<file path="src/rtl/pci_mstr_single_pkg.sv">
// pci_mstr_pkg: state, command and completion-status encodings shared by the PCI single-DWORD master.
package pci_mstr_pkg;
  typedef enum logic [2:0] {IDLE, REQ, ADDR, DATA, TURN} state_t;
  localparam logic [3:0] CMD_MEM_RD = 4'b0110;
  localparam logic [3:0] CMD_MEM_WR = 4'b0111;
  localparam logic [1:0] ST_OK     = 2'b00;
  localparam logic [1:0] ST_MABORT = 2'b01;
  localparam logic [1:0] ST_TABORT = 2'b10;
  localparam logic [1:0] ST_RETRY  = 2'b11;
  function automatic logic [3:0] mem_cmd(input logic wr);
    return wr ? CMD_MEM_WR : CMD_MEM_RD;
  endfunction
endpackage

</file>
<file path="src/rtl/pci_mstr_single_if.sv">
// pci_mstr_single_if: local-requester handshake plus split in/out/oe PCI pad signals of the master.
interface pci_mstr_single_if;
  logic        lm_req;
  logic        lm_wr;
  logic [31:0] lm_addr;
  logic [31:0] lm_wdata;
  logic [3:0]  lm_ben;
  logic        lm_ack;
  logic [31:0] lm_rdata;
  logic [1:0]  lm_status;
  logic        reqn;
  logic        gntn;
  logic [31:0] ad_in;
  logic [31:0] ad_out;
  logic        ad_oe;
  logic [3:0]  cben_out;
  logic        cben_oe;
  logic        par_out;
  logic        par_oe;
  logic        framen_in;
  logic        framen_out;
  logic        framen_oe;
  logic        irdyn_in;
  logic        irdyn_out;
  logic        irdyn_oe;
  logic        devseln;
  logic        trdyn;
  logic        stopn;
  modport master (
    input  lm_req, lm_wr, lm_addr, lm_wdata, lm_ben, gntn, ad_in, framen_in, irdyn_in,
           devseln, trdyn, stopn,
    output lm_ack, lm_rdata, lm_status, reqn, ad_out, ad_oe, cben_out, cben_oe,
           par_out, par_oe, framen_out, framen_oe, irdyn_out, irdyn_oe
  );
  modport slave (
    output lm_req, lm_wr, lm_addr, lm_wdata, lm_ben, gntn, ad_in, framen_in, irdyn_in,
           devseln, trdyn, stopn,
    input  lm_ack, lm_rdata, lm_status, reqn, ad_out, ad_oe, cben_out, cben_oe,
           par_out, par_oe, framen_out, framen_oe, irdyn_out, irdyn_oe
  );
endinterface

</file>
<file path="src/rtl/pci_mstr_single_par_gen.sv">
// pci_par_gen: registered even parity over AD and C/BE#, with the output enable delayed to match.
module pci_par_gen (
  input  logic        clk,
  input  logic        rstn,
  input  logic [31:0] ad_i,
  input  logic [3:0]  cben_i,
  input  logic        oe_i,
  output logic        par_o,
  output logic        par_oe_o
);
  logic par_q, oe_q;
  // parity only follows phases that actually drove AD; otherwise the last value is held
  always_ff @(posedge clk or negedge rstn)
    if (!rstn) begin
      par_q <= 1'b1;
      oe_q  <= 1'b0;
    end else begin
      if (oe_i) par_q <= ^{ad_i, cben_i};
      oe_q <= oe_i;
    end
  assign par_o    = par_q;
  assign par_oe_o = oe_q;
endmodule

</file>
<file path="src/rtl/pci_mstr_single.sv">
// pci_mstr_single: PCI initiator issuing single-DWORD memory reads/writes for a local requester.
module pci_mstr_single
  import pci_mstr_pkg::*;
#(
  parameter int DEVSEL_TIMEOUT = 5,
  parameter int RETRY_LIMIT    = 16
) (
  input logic               clk,
  input logic               rstn,
  pci_mstr_single_if.master bus
);
  localparam int CW = $clog2(DEVSEL_TIMEOUT + 1) + 1;
  state_t        state_q, state_d;
  logic          wr_q;
  logic [31:0]   addr_q, wdata_q, rdata_q;
  logic [3:0]    ben_q;
  logic [15:0]   retry_q;
  logic [CW-1:0] dcnt_q;
  logic          seen_q, again_q, ack_q;
  logic [1:0]    st_q, status_q;
  logic          xfer, retry, tabort, mabort, limit, done;
  // exit conditions are mutually exclusive by construction, matching their priority order
  assign xfer   = !bus.trdyn && !bus.devseln;
  assign retry  = !bus.stopn && !bus.devseln && bus.trdyn;
  assign tabort = !bus.stopn && bus.devseln && seen_q;
  assign mabort = dcnt_q == CW'(DEVSEL_TIMEOUT) && !seen_q && bus.devseln;
  assign limit  = RETRY_LIMIT != 0 && retry_q + 16'd1 == 16'(RETRY_LIMIT);
  assign done   = xfer || retry || tabort || mabort;
  always_ff @(posedge clk or negedge rstn)
    if (!rstn) state_q <= IDLE;
    else state_q <= state_d;
  always_comb begin
    state_d = state_q;
    unique case (state_q)
      IDLE:    state_d = bus.lm_req ? REQ : IDLE;
      REQ:     state_d = (!bus.gntn && bus.framen_in && bus.irdyn_in) ? ADDR : REQ;
      ADDR:    state_d = DATA;
      DATA:    state_d = done ? TURN : DATA;
      TURN:    state_d = again_q ? REQ : IDLE;
      default: state_d = IDLE;
    endcase
  end
  always_comb begin
    bus.reqn       = state_q != REQ;
    bus.framen_oe  = state_q inside {ADDR, DATA};
    bus.framen_out = state_q != ADDR;
    bus.irdyn_oe   = state_q inside {ADDR, DATA, TURN};
    bus.irdyn_out  = state_q != DATA;
    bus.cben_oe    = state_q inside {ADDR, DATA};
    bus.cben_out   = state_q == ADDR ? mem_cmd(wr_q) : state_q == DATA ? ben_q : 4'hF;
    bus.ad_oe      = state_q == ADDR || (state_q == DATA && wr_q);
    bus.ad_out     = state_q == ADDR ? {addr_q[31:2], 2'b00} :
                     (state_q == DATA && wr_q) ? wdata_q : 32'h0;
  end
  always_ff @(posedge clk or negedge rstn)
    if (!rstn) begin
      wr_q     <= 1'b0;
      addr_q   <= '0;
      wdata_q  <= '0;
      ben_q    <= 4'hF;
      retry_q  <= '0;
      dcnt_q   <= '0;
      seen_q   <= 1'b0;
      again_q  <= 1'b0;
      st_q     <= ST_OK;
      ack_q    <= 1'b0;
      rdata_q  <= '0;
      status_q <= ST_OK;
    end else begin
      ack_q <= state_q == TURN && !again_q;
      if (state_q == IDLE && bus.lm_req) begin
        wr_q    <= bus.lm_wr;
        addr_q  <= bus.lm_addr;
        wdata_q <= bus.lm_wdata;
        ben_q   <= bus.lm_ben;
        retry_q <= '0;
      end
      if (state_q == ADDR) begin
        dcnt_q <= CW'(1);
        seen_q <= 1'b0;
      end
      if (state_q == DATA) begin
        dcnt_q <= dcnt_q + CW'(1);
        seen_q <= seen_q || !bus.devseln;
        if (done) begin
          again_q <= retry && !limit;
          st_q    <= xfer ? ST_OK : retry ? ST_RETRY : tabort ? ST_TABORT : ST_MABORT;
          if (retry) retry_q <= retry_q + 16'd1;
          if (xfer && !wr_q) rdata_q <= bus.ad_in;
        end
      end
      if (state_q == TURN && !again_q) status_q <= st_q;
    end
  assign bus.lm_ack    = ack_q;
  assign bus.lm_rdata  = rdata_q;
  assign bus.lm_status = status_q;
  pci_par_gen u_par (
    .clk      (clk),
    .rstn     (rstn),
    .ad_i     (bus.ad_out),
    .cben_i   (bus.cben_out),
    .oe_i     (bus.ad_oe),
    .par_o    (bus.par_out),
    .par_oe_o (bus.par_oe)
  );
endmodule

</file>
<file path="src/flat_wrapper.sv">
// flat-port wrapper written by rule: the top's interface ports become plain ports
module pci_mstr_single_flat import pci_mstr_pkg::*;
#(
  parameter int DEVSEL_TIMEOUT = 5,
  parameter int RETRY_LIMIT    = 16
)
  (clk, rstn, bus_lm_req, bus_lm_wr, bus_lm_addr, bus_lm_wdata, bus_lm_ben, bus_gntn, bus_ad_in, bus_framen_in, bus_irdyn_in, bus_devseln, bus_trdyn, bus_stopn, bus_lm_ack, bus_lm_rdata, bus_lm_status, bus_reqn, bus_ad_out, bus_ad_oe, bus_cben_out, bus_cben_oe, bus_par_out, bus_par_oe, bus_framen_out, bus_framen_oe, bus_irdyn_out, bus_irdyn_oe);
  pci_mstr_single_if bus_i ();
  input logic clk;
  input logic rstn;
  input wire logic [$bits(bus_i.lm_req)-1:0] bus_lm_req;
  input wire logic [$bits(bus_i.lm_wr)-1:0] bus_lm_wr;
  input wire logic [$bits(bus_i.lm_addr)-1:0] bus_lm_addr;
  input wire logic [$bits(bus_i.lm_wdata)-1:0] bus_lm_wdata;
  input wire logic [$bits(bus_i.lm_ben)-1:0] bus_lm_ben;
  input wire logic [$bits(bus_i.gntn)-1:0] bus_gntn;
  input wire logic [$bits(bus_i.ad_in)-1:0] bus_ad_in;
  input wire logic [$bits(bus_i.framen_in)-1:0] bus_framen_in;
  input wire logic [$bits(bus_i.irdyn_in)-1:0] bus_irdyn_in;
  input wire logic [$bits(bus_i.devseln)-1:0] bus_devseln;
  input wire logic [$bits(bus_i.trdyn)-1:0] bus_trdyn;
  input wire logic [$bits(bus_i.stopn)-1:0] bus_stopn;
  output wire logic [$bits(bus_i.lm_ack)-1:0] bus_lm_ack;
  output wire logic [$bits(bus_i.lm_rdata)-1:0] bus_lm_rdata;
  output wire logic [$bits(bus_i.lm_status)-1:0] bus_lm_status;
  output wire logic [$bits(bus_i.reqn)-1:0] bus_reqn;
  output wire logic [$bits(bus_i.ad_out)-1:0] bus_ad_out;
  output wire logic [$bits(bus_i.ad_oe)-1:0] bus_ad_oe;
  output wire logic [$bits(bus_i.cben_out)-1:0] bus_cben_out;
  output wire logic [$bits(bus_i.cben_oe)-1:0] bus_cben_oe;
  output wire logic [$bits(bus_i.par_out)-1:0] bus_par_out;
  output wire logic [$bits(bus_i.par_oe)-1:0] bus_par_oe;
  output wire logic [$bits(bus_i.framen_out)-1:0] bus_framen_out;
  output wire logic [$bits(bus_i.framen_oe)-1:0] bus_framen_oe;
  output wire logic [$bits(bus_i.irdyn_out)-1:0] bus_irdyn_out;
  output wire logic [$bits(bus_i.irdyn_oe)-1:0] bus_irdyn_oe;
  assign bus_i.lm_req = bus_lm_req;
  assign bus_i.lm_wr = bus_lm_wr;
  assign bus_i.lm_addr = bus_lm_addr;
  assign bus_i.lm_wdata = bus_lm_wdata;
  assign bus_i.lm_ben = bus_lm_ben;
  assign bus_i.gntn = bus_gntn;
  assign bus_i.ad_in = bus_ad_in;
  assign bus_i.framen_in = bus_framen_in;
  assign bus_i.irdyn_in = bus_irdyn_in;
  assign bus_i.devseln = bus_devseln;
  assign bus_i.trdyn = bus_trdyn;
  assign bus_i.stopn = bus_stopn;
  assign bus_lm_ack = bus_i.lm_ack;
  assign bus_lm_rdata = bus_i.lm_rdata;
  assign bus_lm_status = bus_i.lm_status;
  assign bus_reqn = bus_i.reqn;
  assign bus_ad_out = bus_i.ad_out;
  assign bus_ad_oe = bus_i.ad_oe;
  assign bus_cben_out = bus_i.cben_out;
  assign bus_cben_oe = bus_i.cben_oe;
  assign bus_par_out = bus_i.par_out;
  assign bus_par_oe = bus_i.par_oe;
  assign bus_framen_out = bus_i.framen_out;
  assign bus_framen_oe = bus_i.framen_oe;
  assign bus_irdyn_out = bus_i.irdyn_out;
  assign bus_irdyn_oe = bus_i.irdyn_oe;
  pci_mstr_single #(.DEVSEL_TIMEOUT(DEVSEL_TIMEOUT), .RETRY_LIMIT(RETRY_LIMIT)) u_core (.clk(clk), .rstn(rstn), .bus(bus_i));
endmodule
</file>
<file path="config.mk">
export PLATFORM = sky130hd
export DESIGN_NAME = pci_mstr_single_flat
export DESIGN_NICKNAME = d
export VERILOG_FILES = /design/src/rtl/pci_mstr_single_pkg.sv /design/src/rtl/pci_mstr_single_if.sv /design/src/rtl/pci_mstr_single_par_gen.sv /design/src/rtl/pci_mstr_single.sv /design/src/flat_wrapper.sv
export SDC_FILE = /design/constraint.sdc
export NUM_CORES = 1
export LEC_CHECK = 0
export ABC_AREA = 1
export BUFFER_PORTS_ARGS = -buffer_cell sky130_fd_sc_hd__buf_4
export CAP_MARGIN = 20
export CORE_AREA = 2 2 126 128
export CTS_CLUSTER_SIZE = 14
export DETAILED_ROUTE_END_ITERATION = 6
export DIE_AREA = 0 0 128 130
export PLACE_DENSITY = 0.71
export SYNTH_ARGS = -nofsm -noshare
export SYNTH_HDL_FRONTEND = slang
export SYNTH_SLANG_ARGS = --single-unit
export TNS_END_PERCENT = 50
</file>
<file path="constraint.sdc">
create_clock -name clk -period 3.7 [get_ports clk]
set_clock_uncertainty 0.05 [all_clocks]
set_input_delay 0.37 -clock clk [delete_from_list [all_inputs] [get_ports clk]]
set_output_delay 0.37 -clock clk [all_outputs]
set_load 0.01 [all_outputs]
</file>
**Word level (Yosys, flattened, before mapping)**

Cells that the tools add are included.

- Flip-flop bits (word level): 133
- Logic and storage cells: 80

- $add $sub $neg: 2
- Eq/ne operators: 9
- Mux-type cells: 21
- Reductions and logical operators: 33

Operators by type and width:

| operator | number |
|---|---|
| two-way mux 16 bit | 4 |
| two-way mux 32 bit | 2 |
| XOR reduction 36 bit | 1 |
| adder 16 x 1 -> 16 bit (second input constant) | 1 |
| equality test 16 x 5 -> 1 bit (second input constant) | 1 |
| two-way mux 4 bit | 4 |
| case mux 3 bit (5 select lines) | 1 |
| logical AND 1 bit | 14 |
| zero test 1 bit | 8 |
| two-way mux 2 bit | 4 |
| equality test 3 x 2 -> 1 bit (second input constant) | 2 |
| inequality test 3 x 2 -> 1 bit (second input constant) | 2 |
| logical OR 1 bit | 5 |
| two-way mux 1 bit | 5 |
| adder 4 x 1 -> 4 bit (second input constant) | 1 |
| equality test 4 x 3 -> 1 bit (second input constant) | 1 |
| equality test 3 x 1 -> 1 bit (second input constant) | 1 |
| equality test 3 bit (second input constant) | 1 |
| zero test 3 bit | 1 |
| two-way mux 3 bit | 1 |
| inequality test 3 x 1 -> 1 bit (second input constant) | 1 |
| AND reduction 3 bit | 1 |
| nonzero test 3 bit | 1 |
| AND reduction 2 bit | 1 |
| nonzero test 2 bit | 1 |

**Logic depth before layout (Yosys ltp)**

Gate-level depths: netlist of the first run.

- Depth in word-level cells: 8
- Mapped depth: 22

**Cells and area by module**

A second synthesis of the first run with hierarchy kept.

- Cells, all modules: 866
- Area total of the unflattened synthesis: 6655.1 um2

By module, submodules not included:

| module | instances | cells an instance | area each (um2) |
|---|---|---|---|
| pci_mstr_single | 1 | 690 | 5834.3 |
| pci_par_gen | 1 | 176 | 820.8 |

**Worst setup path after synthesis of the first run**

No wires, ideal clock.

- Kind: register -> register
- From: register u_core.state_q[2]
- To: register u_core.u_par.par_q, in the netlist u_core.u_par.par_o
- Setup time: 76 ps
- Arrival: 1928 ps
- Setup slack: 1647 ps
- Stages on the path, launching flop included: 16
- Buffers on the path: 1
- Cell sequence: dfrtp_1 > inv_2 > nand2_2 > a21oi_4 > buf_4 > inv_2 > a21oi_2 > xnor2_1 > xor2_1 > inv_1 > nand2_1 > nand2_1 > nand2_1 > nand2_1 > nand2_1 > nand2_1

- Longest elaborated chain between the ends: 5
- Elaborated cells on any way between the ends: 9

Ends and longest elaborated chain:

| what | RTL line | source |
|---|---|---|
| from (decl) | pci_mstr_single.sv:13 | `state_t state_q, state_d;` |
| from (signal assigned) | pci_mstr_single.sv:31 | `else state_q <= state_d;` |
| equality test 3 x 2 -> 1 bit | pci_mstr_single.sv:53 | `(state_q == DATA && wr_q) ? wdata_q : 32'h0;` |
| logical AND 1 bit | pci_mstr_single.sv:53 |  |
| two-way mux 32 bit | pci_mstr_single.sv:53 |  |
| two-way mux 32 bit * | pci_mstr_single.sv:52 | `bus.ad_out = state_q == ADDR ? {addr_q[31:2], 2'b00} :` |
| named net bus_ad_out[28] | flat_wrapper.sv:27 | `output wire logic [$bits(bus_i.ad_out)-1:0] bus_ad_out;` |
| XOR reduction 36 bit * | pci_mstr_single_par_gen.sv:18 | `if (oe_i) par_q <= ^{ad_i, cben_i};` |
| to (signal assigned) | pci_mstr_single_par_gen.sv:18 |  |
| to (decl) | pci_mstr_single_par_gen.sv:11 | `logic par_q, oe_q;` |

Mark *: on every way through the listed nets, which the timed path passes. The rest lies on a longest branch.
A chain may end at the register's enable or synchronous reset.

**Worst setup path after layout of the first run**

- From: register u_core.state_q[2]
- To: register u_core.u_par.par_q, in the netlist u_core.u_par.par_o

- Longest elaborated chain between the ends: 5
- Elaborated cells on any way between the ends: 9

Ends and longest elaborated chain:

| what | RTL line |
|---|---|
| equality test 3 x 2 -> 1 bit | pci_mstr_single.sv:50, pci_mstr_single.sv:51, pci_mstr_single.sv:53 |
| logical AND 1 bit | pci_mstr_single.sv:51, pci_mstr_single.sv:53 |
| two-way mux 32 bit | pci_mstr_single.sv:53 |
| two-way mux 32 bit | pci_mstr_single.sv:52 |
| XOR reduction 36 bit | pci_mstr_single_par_gen.sv:18 |

Parallel ways exist; a longest one is shown, timed or not.

==> run_results.csv, run 1 <==
group,metric,value,unit
cts,holdBufCountCts,0,
placement,pre_cts_ws,0.971,ns
die,die_y,130,µm
timing,setup_viol,0,
final_layout,final_common_cell,"nand2_1",
cts,cts.sinks,131,
die,coreArea,15400,µm²
final_layout,fin_nets,1159,
critical_path,cp-startpoint,"u_core.state_q[2]$_DFF_PN0_",
critical_path,cpMostUsedCell,"nand2_1",
routing,routed_via_density,4.84,
critical_path,critPathTopFamily,"simple AND/OR/NAND/NOR gates",
critical_path,crit_fanout,25,
routing,ant_nets,0,
timing,report.final.hold_viol_count,18,
placement,gp_congestion,0.841,
timing,finalCritPeriodShare,75.2,%
cts,clock-root-buffer,"clkbuf_16",
cts,cts_tree,"built",
cts,clock_latency,0.42,ns
cts,clockBufferDepth,2,
cts,post-cts-setup-buffers,0,
critical_path,cpMaxStageDelayCell,"nor2_4",
die,start_util,43.5,%
final_layout,mostFrequentLayoutCells,"nand2_1 (362), buf_4 (197), dfrtp_1 (126)",
timing,slew_violations,0,
timing,grt_setup_unrepaired,"false",
die,rows,46,
yosys,avgSynthCellArea,7.82,µm²
critical_path,required,4.01,ns
yosys,ys_seq_elements,131,
placement,dp_hpwl,12500,µm
power_and_ir_drop,p_leak,4.85,nW
cts,cts_buffers,17,
power_and_ir_drop,power.density,742,nW/µm²
critical_path,worstSetupPathType,"reg2reg",
timing,period_minus_slack,2.78,ns
cts,cts_resized,0,
yosys,ys_warn_count,0,
global_route,grt_start_max_net_pins,92,
timing,setup_tns,0,ns
timing,setup_slack,0.918,ns
global_route,antenna_found_initial,0,
timing,clock.fmax,359,MHz
routing,drtPass1Iterations,5,
routing,wl,17400,µm
critical_path,end_kind,"register",
critical_path,reg2reg_from,"u_core.state_q[2]$_DFF_PN0_",
critical_path,worstPathBufferInverterCount,4,
yosys,ys_seq_area_share,48.9,%
global_route,grt-ovfl-total,0,
global_route,grt_first_pass_wirelength,28200,µm
yosys,synthFlopType,"dfrtp_1",
global_route,grt_use_total,21.5,%
critical_path,worstPathCellList,"inv_2 -> nand2_2 -> nor2_4 -> nand2_1 -> nand2_1 -> inv_1 -> nand2_1 -> nand2_1 -> inv_1 -> nand2_1 -> nand2_1 -> inv_1 -> nand2_1 -> nand3_1 -> nand2_1 -> nand2_1 -> nand2_1 -> nand2_1 -> nand2_1 -> nand2_1 -> nand2_1",
job,drv_cap,0,
cts,cts-htree-levels,4,
power_and_ir_drop,ir_drop,0.446,mV
die,die_x,128,µm
yosys,synth_area,6710,µm²
routing,drc,0,
yosys,synthCells,859,
yosys,async_flop_share,100,%
global_route,first_global_vias,5722,
critical_path,max_stage_delay,0.56,ns
final_layout,drive_above_1_share,27.1,%
critical_path,critPathLaunchType,"register",
yosys,syn_nets,973,
die,pin_count,190,
timing,relSlewSlack,42.6,%
hold_path,hold_class,"in2async",
timing,worst_slew_pin_slew,0.860,ns
power_and_ir_drop,finalPower,6.55,mW
routing,wl_per_cell,14.0,µm
critical_path,cp.arrival,3.09,ns
timing,holdWs,-0.0134,ns
outcome,status,"complete, but fails checks",
routing,drt_iter0_drc,409,
final_layout,diodes,0,
die,die_area,16600,µm²
outcome,failed_checks,"hold timing",
yosys,synth.distinct_cells,39,
yosys,synth_enable_flop_cells,0,
routing,vias,6046,
placement,io_buffers,187,
final_layout,area_growth,31.5,%
cts,clk_pin_slew,0.06,ns
==> layout make-up <==
type	instances	area, µm²
Clock inverter	12	110
Clock buffer	18	429
Fill cell	1475	6590
Multi-Input combinational cell	599	2910
Timing Repair Buffer	198	1490
Inverter	98	368
Sequential cell	131	3280
Tap cell	192	240
==> final timing paths <==
check                      slack (ns)                                  end  cells after the start
max                              0.92       u_core.u_par.par_o$_DFFE_PN1P_                     21
min                             -0.01  u_core.bus.lm_rdata[25]$_DFFE_PN0P_                      1
max reg2reg                      0.92       u_core.u_par.par_o$_DFFE_PN1P_                     21
min reg2reg                      0.42  u_core.bus.lm_status[1]$_DFFE_PN0P_                      2
max in group asynchronous        2.78       u_core.wdata_q[31]$_DFFE_PN0P_                      2
min in group clk                 0.09        u_core.addr_q[30]$_DFFE_PN0P_                      3
==> synth_stat cells, types with 3 or more instances <==
master | n | area (µm²)
a21oi_1 | 3 | 15.0
a21oi_2 | 3 | 26.3
buf_2 | 6 | 30.0
buf_4 | 5 | 37.5
clkbuf_1 | 17 | 63.8
dfrtp_1 | 126 | 3150
dfstp_2 | 5 | 131
ha_1 | 4 | 50.1
inv_1 | 89 | 334
inv_2 | 8 | 30.0
mux2_2 | 32 | 360
nand2_1 | 362 | 1360
nand3_1 | 61 | 305
nand4_1 | 12 | 75.1
nor2_1 | 33 | 124
nor2_2 | 4 | 25.0
nor3_1 | 5 | 25.0
o21ai_0 | 33 | 165
o21ai_1 | 3 | 15.0
o22ai_1 | 8 | 50.1
xnor2_1 | 4 | 35.0
xor2_1 | 14 | 123
==> metal layers <==
layer | global-route usage (%) | share of wire, %
met1 | 28.6 | 45
met4 | 6.46 | 1.3
met3 | 5.41 | 6.2
met2 | 35.1 | 48
met5 | 0 | 0
==> per-stage QoR <==
stage / util [%] / instances / area [µm²]
CTS: 57.3 / 1248 / 8830
global placement: 53.8 / 1218 / 8290
finish: 57.3 / 1248 / 8830
floorplan: - / 859 / 6710
detailed placement: 53.8 / 1218 / 8290
global route: 57.3 / 1248 / 8830
==> power by group <==
part           switching (mW)  leakage, nW  internal (mW)
logic                    1.59         2.93           1.09
clock network           0.628        0.254          0.916
registers               0.307         1.67           2.02
==> kinds of logic (layout without fill, tap and decap cells) <==
kind of cell             Yosys count  count (layout)  share of synthesized area [%]
multiplexers                      32              32                           5.37
AND/OR/NAND/NOR                  487             487                           29.6
flip-flops                       131             131                           48.9
adder cells (fa/ha/maj)            4               4                          0.745
AO/OA/AOI/OAI                     58              58                           5.16
XOR/XNOR                          18              18                           2.35
buffers and inverters            129             326                           7.83
==> state kept, by name (all words and copies together), names as in the netlist <==
signal	cells
u_core.state_q	3
u_core.seen_q	1
u_core.again_q	1
u_core.bus.lm_ack	1
u_core.wr_q	1
u_core.bus.lm_rdata	32
u_core.dcnt_q	4
u_core.u_par.par_o	1
u_core.retry_q	16
u_core.ben_q	4
u_core.addr_q	30
u_core.wdata_q	32
u_core.u_par.par_oe_o	1
u_core.st_q	2
u_core.bus.lm_status	2
Note: power is estimated with default switching activity, not from simulation.
==> run 2, diff against run 1 <==
==> constraint.sdc (replaced) <==
create_clock -name clk -period 2.69 [get_ports clk]
set_clock_uncertainty 0.05 [all_clocks]
set_input_delay 0.269 -clock clk [delete_from_list [all_inputs] [get_ports clk]]
set_output_delay 0.269 -clock clk [all_outputs]
set_load 0.01 [all_outputs]
==> run 2 against run 1 <==
Net effect: sequential share of layout area fell by 2.3 points; the run now ends clean; via count is 3.9% higher; maximum frequency is 15% higher; clock-buffer cell count did not move; non-clock buffer count increased by 48; critical path depth unchanged; critical path type unchanged; core utilization increased by 3.8 points.
==> run_results.csv, run 2 (synthesis gave the netlist of run 1 again) <==
group,metric,value,unit
placement,dpl.cell_count,1222,
final_layout,final_common_cell,"nand2_1",
routing,drtPass1Iterations,5,
routing,ant_nets,0,
global_route,grt_use_total,23.2,%
power_and_ir_drop,power.density,988,nW/µm²
hold_path,hold_class,"in2reg",
final_layout,design_area,9420,µm²
timing,setup_tns,0,ns
cts,cts_buffers,17,
global_route,grt-ovfl-total,0,
timing,report.final.hold_viol_count,0,
cts,clock-root-buffer,"clkbuf_16",
routing,wl,18400,µm
die,die_area,16600,µm²
placement,gp_congestion,0.894,
die,die_x,128,µm
timing,setup_viol,0,
global_route,antenna_found_initial,0,
placement,place_area,8400,µm²
critical_path,crit_fanout,19,
die,die_y,130,µm
cts,cts_tree,"built",
cts,cts-htree-levels,4,
final_layout,drive_above_1_share,26.6,%
timing,finalCritPeriodShare,90.1,%
final_layout,instances_no_fill,1298,
global_route,grt_start_max_net_pins,92,
critical_path,end_kind,"register",
final_layout,fin_nets,1207,
timing,slew_violations,0,
timing,period_minus_slack,2.42,ns
cts,clockBufferDepth,2,
placement,dp_hpwl,12600,µm
die,start_util,43.5,%
global_route,grt_first_pass_wirelength,30300,µm
die,rows,46,
final_layout,diodes,0,
power_and_ir_drop,p_leak,5.10,nW
routing,drc,0,
timing,grt_setup_unrepaired,"false",
power_and_ir_drop,ir_drop,0.623,mV
die,pin_count,190,
outcome,status,"completed",
critical_path,critPathLaunchType,"register",
timing,holdWs,0.0112,ns
job,drv_cap,0,
timing,relSlewSlack,59.4,%
cts,clk_pin_slew,0.06,ns
routing,drt_iter0_drc,431,
timing,worst_slew_pin_slew,0.604,ns
routing,vias,6282,
final_layout,area_growth,40.2,%
die,coreArea,15400,µm²
critical_path,cp.arrival,2.74,ns
routing,routed_via_density,4.84,
critical_path,required,3.01,ns
global_route,first_global_vias,6315,
placement,io_buffers,187,
critical_path,worstSetupPathType,"reg2reg",
cts,cts.sinks,131,
cts,clock_latency,0.42,ns
routing,wl_per_cell,14.2,µm
final_layout,mostFrequentLayoutCells,"nand2_1 (362), buf_4 (195), dfrtp_1 (125)",
timing,clock.fmax,413,MHz
[run 2: metal layers]
metal	vias to the layer above	GRT usage (%)	routed length, µm
met2	175	39.4	8970
met4	0	7.89	344
met1	2917	28.8	8070
met5	-	0	0
li1	3164	-	-
met3	26	6.11	1040
[run 2: timing repair]
action,4_1_cts,5_1_grt
setup buffers,0,0
endpoints found under the setup margin,0,1
hold buffers,44,0
hold endpoints to repair,96,0
resized for setup,0,3
[run 2: area by class of cell]
| type | instances | area [µm²] |
|---|---|---|
| Fill cell | 1382 | 6010 |
| Tap cell | 192 | 240 |
| Inverter | 98 | 370 |
| Clock buffer | 18 | 439 |
| Multi-Input combinational cell | 599 | 2910 |
| Clock inverter | 14 | 130 |
| Sequential cell | 131 | 3290 |
| Timing Repair Buffer | 246 | 2040 |
[run 2: per-stage QoR]
| step | worst slack (ns) | power, mW | utilization [%] |
|---|---|---|---|
| 5_1_grt | 0.0170 | 10.0 | 61.0 |
| 6_report | 0.266 | 9.30 | 61.0 |
| 3_5_place_dp | 0.249 | 7.01 | 54.4 |
| 3_3_place_gp | 0.273 | 6.91 | 54.4 |
| 2_1_floorplan | 0.637 | 5.55 | - |
| 4_1_cts | 0.203 | 9.34 | 61.0 |
[run 2: path summary, 6_finish.rpt]
check | slack, ns | cells after the start | endpoint | start
min in group asynchronous | 0.33 | 2 | u_core.bus.lm_rdata[0]$_DFFE_PN0P_ | rstn
worst min register to register | 0.42 | 2 | u_core.u_par.par_o$_DFFE_PN1P_ | u_core.u_par.par_o$_DFFE_PN1P_
worst min-delay path | 0.01 | 3 | u_core.addr_q[3]$_DFFE_PN0P_ | bus_lm_addr[3]
worst max-delay path | 0.27 | 21 | u_core.u_par.par_o$_DFFE_PN1P_ | u_core.state_q[0]$_DFF_PN0_
max in group asynchronous | 1.45 | 3 | u_core.ben_q[0]$_DFFE_PN1P_ | rstn
worst max register to register | 0.27 | 21 | u_core.u_par.par_o$_DFFE_PN1P_ | u_core.state_q[0]$_DFF_PN0_
[run 2: power breakdown]
part	switching (mW)	internal, mW
logic	2.25	1.62
clock network	0.922	1.31
registers	0.424	2.78
total	3.59	5.71
[run 2: critical path: stages, from the launching register on]
cell and delay (ns):
dfrtp_2 0.47, buf_4 0.17, nor2_4 0.23, buf_12 0.20, nand2_1 0.06, nand2_1 0.13
inv_1 0.06, nand2_1 0.07, nand2_1 0.10, inv_1 0.09, nand2_1 0.05, nand2_1 0.07
inv_1 0.04, nand2_1 0.04, nand3_1 0.10, nand2_1 0.09, nand2_1 0.06, nand2_1 0.06
nand2_1 0.05, nand2_1 0.06, nand2_1 0.05, nand2_1 0.06
